`src/rtl/async_fifo_arb_pkg.sv`:
```
// Shared types and helpers for the async FIFO write-port burst arbiter.
package async_fifo_arb_pkg;

  typedef enum logic [1:0] {IDLE = 2'd0, WAIT = 2'd1, BURST = 2'd2} arb_state_t;

  localparam int LEN_W_MAX = 16;

  // A zero-length request still moves one beat.
  function automatic logic [LEN_W_MAX-1:0] clamp_len(input logic [LEN_W_MAX-1:0] len);
    return (len == {LEN_W_MAX{1'b0}}) ? {{(LEN_W_MAX-1){1'b0}}, 1'b1} : len;
  endfunction

endpackage

```
`src/rtl/async_fifo_wr_arb_rr_pick.sv`:
```
// Combinational round-robin picker: first requester after 'last', wrapping.
module rr_pick #(
  parameter int NREQ = 4
) (
  input  logic [NREQ-1:0]         req,
  input  logic [$clog2(NREQ)-1:0] last,
  output logic [$clog2(NREQ)-1:0] idx,
  output logic                    valid
);
  localparam int IW = $clog2(NREQ);

  logic [IW-1:0] cand;
  logic          hit;

  // Scan from farthest to nearest so the nearest hit after 'last' wins.
  always_comb begin
    idx   = {IW{1'b0}};
    valid = 1'b0;
    cand  = {IW{1'b0}};
    hit   = 1'b0;
    for (int k = NREQ; k >= 1; k--) begin
      cand  = IW'((int'(last) + k) % NREQ);
      hit   = req[cand];
      idx   = hit ? cand : idx;
      valid = valid | hit;
    end
  end

endmodule

```
`src/rtl/async_fifo_wr_arb.sv`:
```
// Round-robin burst arbiter for the write port of async_fifo_th; a burst
// starts only when the FIFO free space covers the whole burst.
module async_fifo_wr_arb
  import async_fifo_arb_pkg::*;
#(
  parameter int NREQ = 4,
  parameter int W    = 8,
  parameter int AW   = 2
) (
  input  logic                  wr_clk,
  input  logic                  wr_reset_n,
  input  logic [NREQ-1:0]       req,
  input  logic [NREQ*(AW+1)-1:0] req_len,
  input  logic [NREQ*W-1:0]     req_data,
  input  logic [NREQ-1:0]       req_vld,
  output logic [NREQ-1:0]       req_rdy,
  output logic [NREQ-1:0]       gnt,
  output logic [NREQ-1:0]       burst_done,
  input  logic [AW:0]           fifo_free,
  input  logic                  fifo_full,
  output logic                  fifo_wr_en,
  output logic [W-1:0]          fifo_wr_data,
  output logic                  ovf_err
);
  localparam int IW = $clog2(NREQ);
  localparam int LW = AW + 1;

  arb_state_t      state_r;
  logic [IW-1:0]   owner_r;
  logic [IW-1:0]   last_gnt_r;
  logic [LW-1:0]   len_q_r;
  logic [LW-1:0]   beat_cnt_r;
  logic [NREQ-1:0] gnt_r;
  logic [NREQ-1:0] burst_done_r;
  logic            ovf_err_r;

  logic [IW-1:0]   pick_idx_s;
  logic            pick_vld_s;
  logic            xfer_s;

  rr_pick #(.NREQ(NREQ)) u_rr_pick (
    .req   (req),
    .last  (last_gnt_r),
    .idx   (pick_idx_s),
    .valid (pick_vld_s)
  );

  assign xfer_s = (state_r == BURST) && req_vld[owner_r];

  // Arbitration and burst sequencing.
  always_ff @(posedge wr_clk or negedge wr_reset_n) begin
    if (!wr_reset_n) begin
      state_r      <= IDLE;
      owner_r      <= {IW{1'b0}};
      last_gnt_r   <= IW'(NREQ - 1);
      len_q_r      <= {LW{1'b0}};
      beat_cnt_r   <= {LW{1'b0}};
      gnt_r        <= {NREQ{1'b0}};
      burst_done_r <= {NREQ{1'b0}};
    end else begin
      burst_done_r <= {NREQ{1'b0}};
      case (state_r)
        IDLE: begin
          if (pick_vld_s) begin
            owner_r    <= pick_idx_s;
            last_gnt_r <= pick_idx_s;
            len_q_r    <= LW'(clamp_len(LEN_W_MAX'(req_len[int'(pick_idx_s)*LW +: LW])));
            beat_cnt_r <= {LW{1'b0}};
            gnt_r      <= {{(NREQ-1){1'b0}}, 1'b1} << pick_idx_s;
            state_r    <= WAIT;
          end else begin
            state_r    <= IDLE;
          end
        end
        // Free space only grows while we wait, so one check covers the burst.
        WAIT: begin
          if (fifo_free >= len_q_r) begin
            state_r <= BURST;
          end else begin
            state_r <= WAIT;
          end
        end
        BURST: begin
          if (xfer_s) begin
            if (beat_cnt_r == len_q_r - LW'(1)) begin
              state_r      <= IDLE;
              beat_cnt_r   <= {LW{1'b0}};
              gnt_r        <= {NREQ{1'b0}};
              burst_done_r <= {{(NREQ-1){1'b0}}, 1'b1} << owner_r;
            end else begin
              beat_cnt_r   <= beat_cnt_r + LW'(1);
            end
          end else begin
            state_r <= BURST;
          end
        end
        default: begin
          state_r <= IDLE;
          gnt_r   <= {NREQ{1'b0}};
        end
      endcase
    end
  end

  // Sticky overflow flag, cleared only by reset.
  always_ff @(posedge wr_clk or negedge wr_reset_n) begin
    if (!wr_reset_n) begin
      ovf_err_r <= 1'b0;
    end else if (fifo_wr_en && fifo_full) begin
      ovf_err_r <= 1'b1;
    end else begin
      ovf_err_r <= ovf_err_r;
    end
  end

  // Zero-latency beat path from the owner to the FIFO write port.
  always_comb begin
    req_rdy      = {NREQ{1'b0}};
    fifo_wr_en   = 1'b0;
    fifo_wr_data = {W{1'b0}};
    if (state_r == BURST) begin
      req_rdy[owner_r] = 1'b1;
      fifo_wr_en       = req_vld[owner_r];
      fifo_wr_data     = req_data[int'(owner_r)*W +: W];
    end else begin
      req_rdy      = {NREQ{1'b0}};
      fifo_wr_en   = 1'b0;
      fifo_wr_data = {W{1'b0}};
    end
  end

  assign gnt        = gnt_r;
  assign burst_done = burst_done_r;
  assign ovf_err    = ovf_err_r;

endmodule

```
`config.mk`:
```
export PLATFORM = sky130hd
export DESIGN_NAME = async_fifo_wr_arb
export DESIGN_NICKNAME = d
export VERILOG_FILES = /design/src/rtl/async_fifo_arb_pkg.sv /design/src/rtl/async_fifo_wr_arb_rr_pick.sv /design/src/rtl/async_fifo_wr_arb.sv
export SDC_FILE = /design/constraint.sdc
export NUM_CORES = 1
export LEC_CHECK = 0
export ABC_AREA = 1
export BUFFER_PORTS_ARGS = -buffer_cell sky130_fd_sc_hd__buf_4
export CELL_PAD_IN_SITES_DETAIL_PLACEMENT = 0
export CELL_PAD_IN_SITES_GLOBAL_PLACEMENT = 1
export CORE_MARGIN = 10
export CORE_UTILIZATION = 33
export DETAILED_ROUTE_END_ITERATION = 12
export PLACE_DENSITY = 0.95
export SYNTH_ARGS = -nofsm -noshare
export SYNTH_HDL_FRONTEND = slang
export SYNTH_SLANG_ARGS = --single-unit
```
`constraint.sdc`:
```
create_clock -name wr_clk -period 3.8 [get_ports wr_clk]
set_input_delay 0.76 -clock wr_clk [delete_from_list [all_inputs] [get_ports wr_clk]]
set_output_delay 0.76 -clock wr_clk [all_outputs]
set_load 0.01 [all_outputs]
```
==> reports/metrics.cfg <==
[route]
vias=1767
via_per_inst=4.69
postRouteAntennaNets=0
detailedRoute.firstIterationViolations=63
drc=0
routed_wire_length_per_instance_microns=13.0
drt-pass1-iter-count=4
detail_route.wirelength_mm=4.91

[worst_setup_path]
critPathLaunchType=register
r2r-start=owner_r[0]
critical_path_class=register to primary output
worst_path_dominant_cell_family=buffers and inverters
critical_path.n_buffers_inverters=4
crit_required_ps=3040
source_of_the_critical_timing_path=owner_r[0]
path_cells=inv_1 -> nand2_1 -> inv_2 -> nand2_1 -> nand2_1 -> a21oi_1 -> nand2_1 -> inv_2 -> nor2_1 -> buf_4
critical_path_arrival_ps=1930
cpPeakStageDelay_ps=380
timing.critical_path.mode_cell=nand2_1
cp-end-kind=primary output
timing.critical_path.slowest_stage_cell=dfrtp_1
worstPathMaxFanout=13

[logic_synthesis]
postSynthCellCount=233
synth_nets=296
syn-cell-area_sq_mm=0.00161
postSynthAreaPerCell_sq_um=6.91
synth.yosys.seq_area_share_pct=32.8
synth.distinct_cells=34
synth-edff-count=0
synth-main-ff-cell=dfrtp_1
synth_async_sr_flop_share_pct=100
yosysWarnings=0
ys_ff_latch=21

[layout]
n_antenna_cell=0
nNetsFinal=374
post_layout_nonfiller_instances=377
layout-area-overhead-vs-synth_pct=42.4
commonest_cells_after_routing_fill_and_taps_aside=buf_4, nand2_1, nand3_1
final_common_cell=buf_4
drive_gt1_share_pct=35.2

[clock_network]
postCtsSetupBuffers=0
postCtsResizedCells=0
tritoncts=built
cts_hold_bufs=0
cts_inserted_buffers=3
clock-sinks=21
clk_latency_ps=260
cts.clk_slew.worst_paths_ps=70
clock_tree.buffer_depth=2
clock-root-buffer=clkbuf_8
number_of_levels_the_h_tree_was_split_into=1

[pwr]
static-leakage-power_nw=1.21
irDropWorstVdd_mv=0.263
power_per_cell_area_mw_per_mm2=766

[global_route]
maximum_number_of_pins_on_one_net_before_global_route_repair=22
via_count_of_the_first_global_routing_pass=1795
grt_remaining_overflow=0
grt_usage_pct=11.6
grt_antenna_before_repair=0
wire_length_of_the_first_global_routing_pass_mm=8.11

[die]
floorplan.core_area_sq_mm=0.00472
design.die.area_sq_mm=0.00807
io-pin-count=80
dieWidth_microns=89.8
die_h_microns=89.8
number_of_placement_rows=25
floorplan.initialDensity_pct=34.1

[sta]
layout_min_cycle_time_ps=2690
final-hold-violation-count=0
unrepaired_setup_endpoints_after_global_routing=false
skew_ps=2.37
timing_worst_slew_pin_value_ps=633
finalCritPeriodShare_pct=70.9
timing.max_slew.rel_slack_pct=57.7
totalNegativeSetupSlack_ps=0
slew_viol_final=0
max_clock_freq_mhz=371
setup_viol=0

[place]
gpl.final_weighted_congestion=0.789
place_hpwl_mm=4.12
place.detailed.instances=373
numPortBuffers=79

[job]
number_of_maximum_capacitance_violations=0

[min_path]
hold_path_class=input pin to asynchronous set/reset pin

[run_status]
outcome=complete, no violations

[registers in the layout, summed over array words and instances (netlist names)]
name,flops
beat_cnt_r,3
burst_done,4
gnt,4
last_gnt_r,2
len_q_r,3
ovf_err,1
owner_r,2
state_r,2
[Yosys cell counts, types with 2 or more instances]
cell / instances / share of area [%]
a21oi_1: 6 / 1.9
a22oi_1: 8 / 3.7
a31oi_1: 8 / 3.1
buf_2: 2 / 0.62
buf_6: 2 / 1.4
dfrtp_1: 19 / 30
dfstp_2: 2 / 3.3
ha_1: 5 / 3.9
inv_1: 21 / 4.9
inv_2: 7 / 1.6
nand2_1: 71 / 17
nand2_2: 6 / 2.3
nand2_4: 4 / 2.8
nand3_1: 25 / 7.8
nor2_1: 12 / 2.8
nor2_2: 2 / 0.78
nor3_1: 4 / 1.2
o21ai_0: 7 / 2.2
o21ai_1: 5 / 1.6
o21ai_2: 2 / 1.1
xnor2_1: 2 / 1.1
[logic make-up (layout without fill, tap and decap cells)]
kind of cell | count (synthesis) | after routing | share of synthesized area [%]
buf+inv | 36 | 113 | 9.80
simple gates | 129 | 129 | 36.9
compound gates | 39 | 39 | 15.0
flops | 21 | 21 | 32.8
xor+xnor | 3 | 3 | 1.63
fa+ha+maj | 5 | 5 | 3.89
[layout make-up]
cell class | count | area [sq um]
Timing Repair Buffer | 79 | 593
Multi-Input combinational cell | 176 | 923
Sequential cell | 21 | 528
Clock buffer | 4 | 45.0
Fill cell | 469 | 2430
Inverter | 30 | 118
Tap cell | 67 | 83.8
[report_power, final]
group	switching, mW	leakage, nW	internal (mW)
Sequential	0.0821	0.265	0.312
Clock	0.0720	0.0228	0.0748
Combinational	0.765	0.925	0.448
Total	0.919	1.21	0.835
[layer usage]
metal  GRT usage [%]  up-vias  routed length (microns)
li1                -      926                        -
met1            12.6      784                     2090
met2            20.9       52                     2390
met3            3.66        5                      373
met4            3.23        0                       53
met5               0        -                        0
[worst paths after layout]
path                                 end  slack [ps]  cells after the start
min in group wr_clk              ovf_err         490                      1
setup reg to reg                  gnt[1]        1710                     12
max in group asynchronous  last_gnt_r[0]        3160                      1
setup / recovery              fifo_wr_en        1110                     10
hold / removal                    gnt[1]         370                      1
hold reg to reg                  ovf_err         490                      1
[through the flow]
step | utilization, % | hold slack (ps) | setup WS (ps) | power (mW) | instance area, sq um
floorplan | - | 464 | 1800 | 1.31 | 1610
global placement | 47.5 | 474 | 1360 | 1.61 | 2250
detailed placement | 47.5 | 474 | 1370 | 1.63 | 2250
CTS | 48.5 | 373 | 1060 | 1.78 | 2290
global route | 48.5 | 379 | 840 | 1.95 | 2290
finish | 48.5 | 367 | 1110 | 1.75 | 2290
No activity file was read; power rests on OpenSTA's default activity.
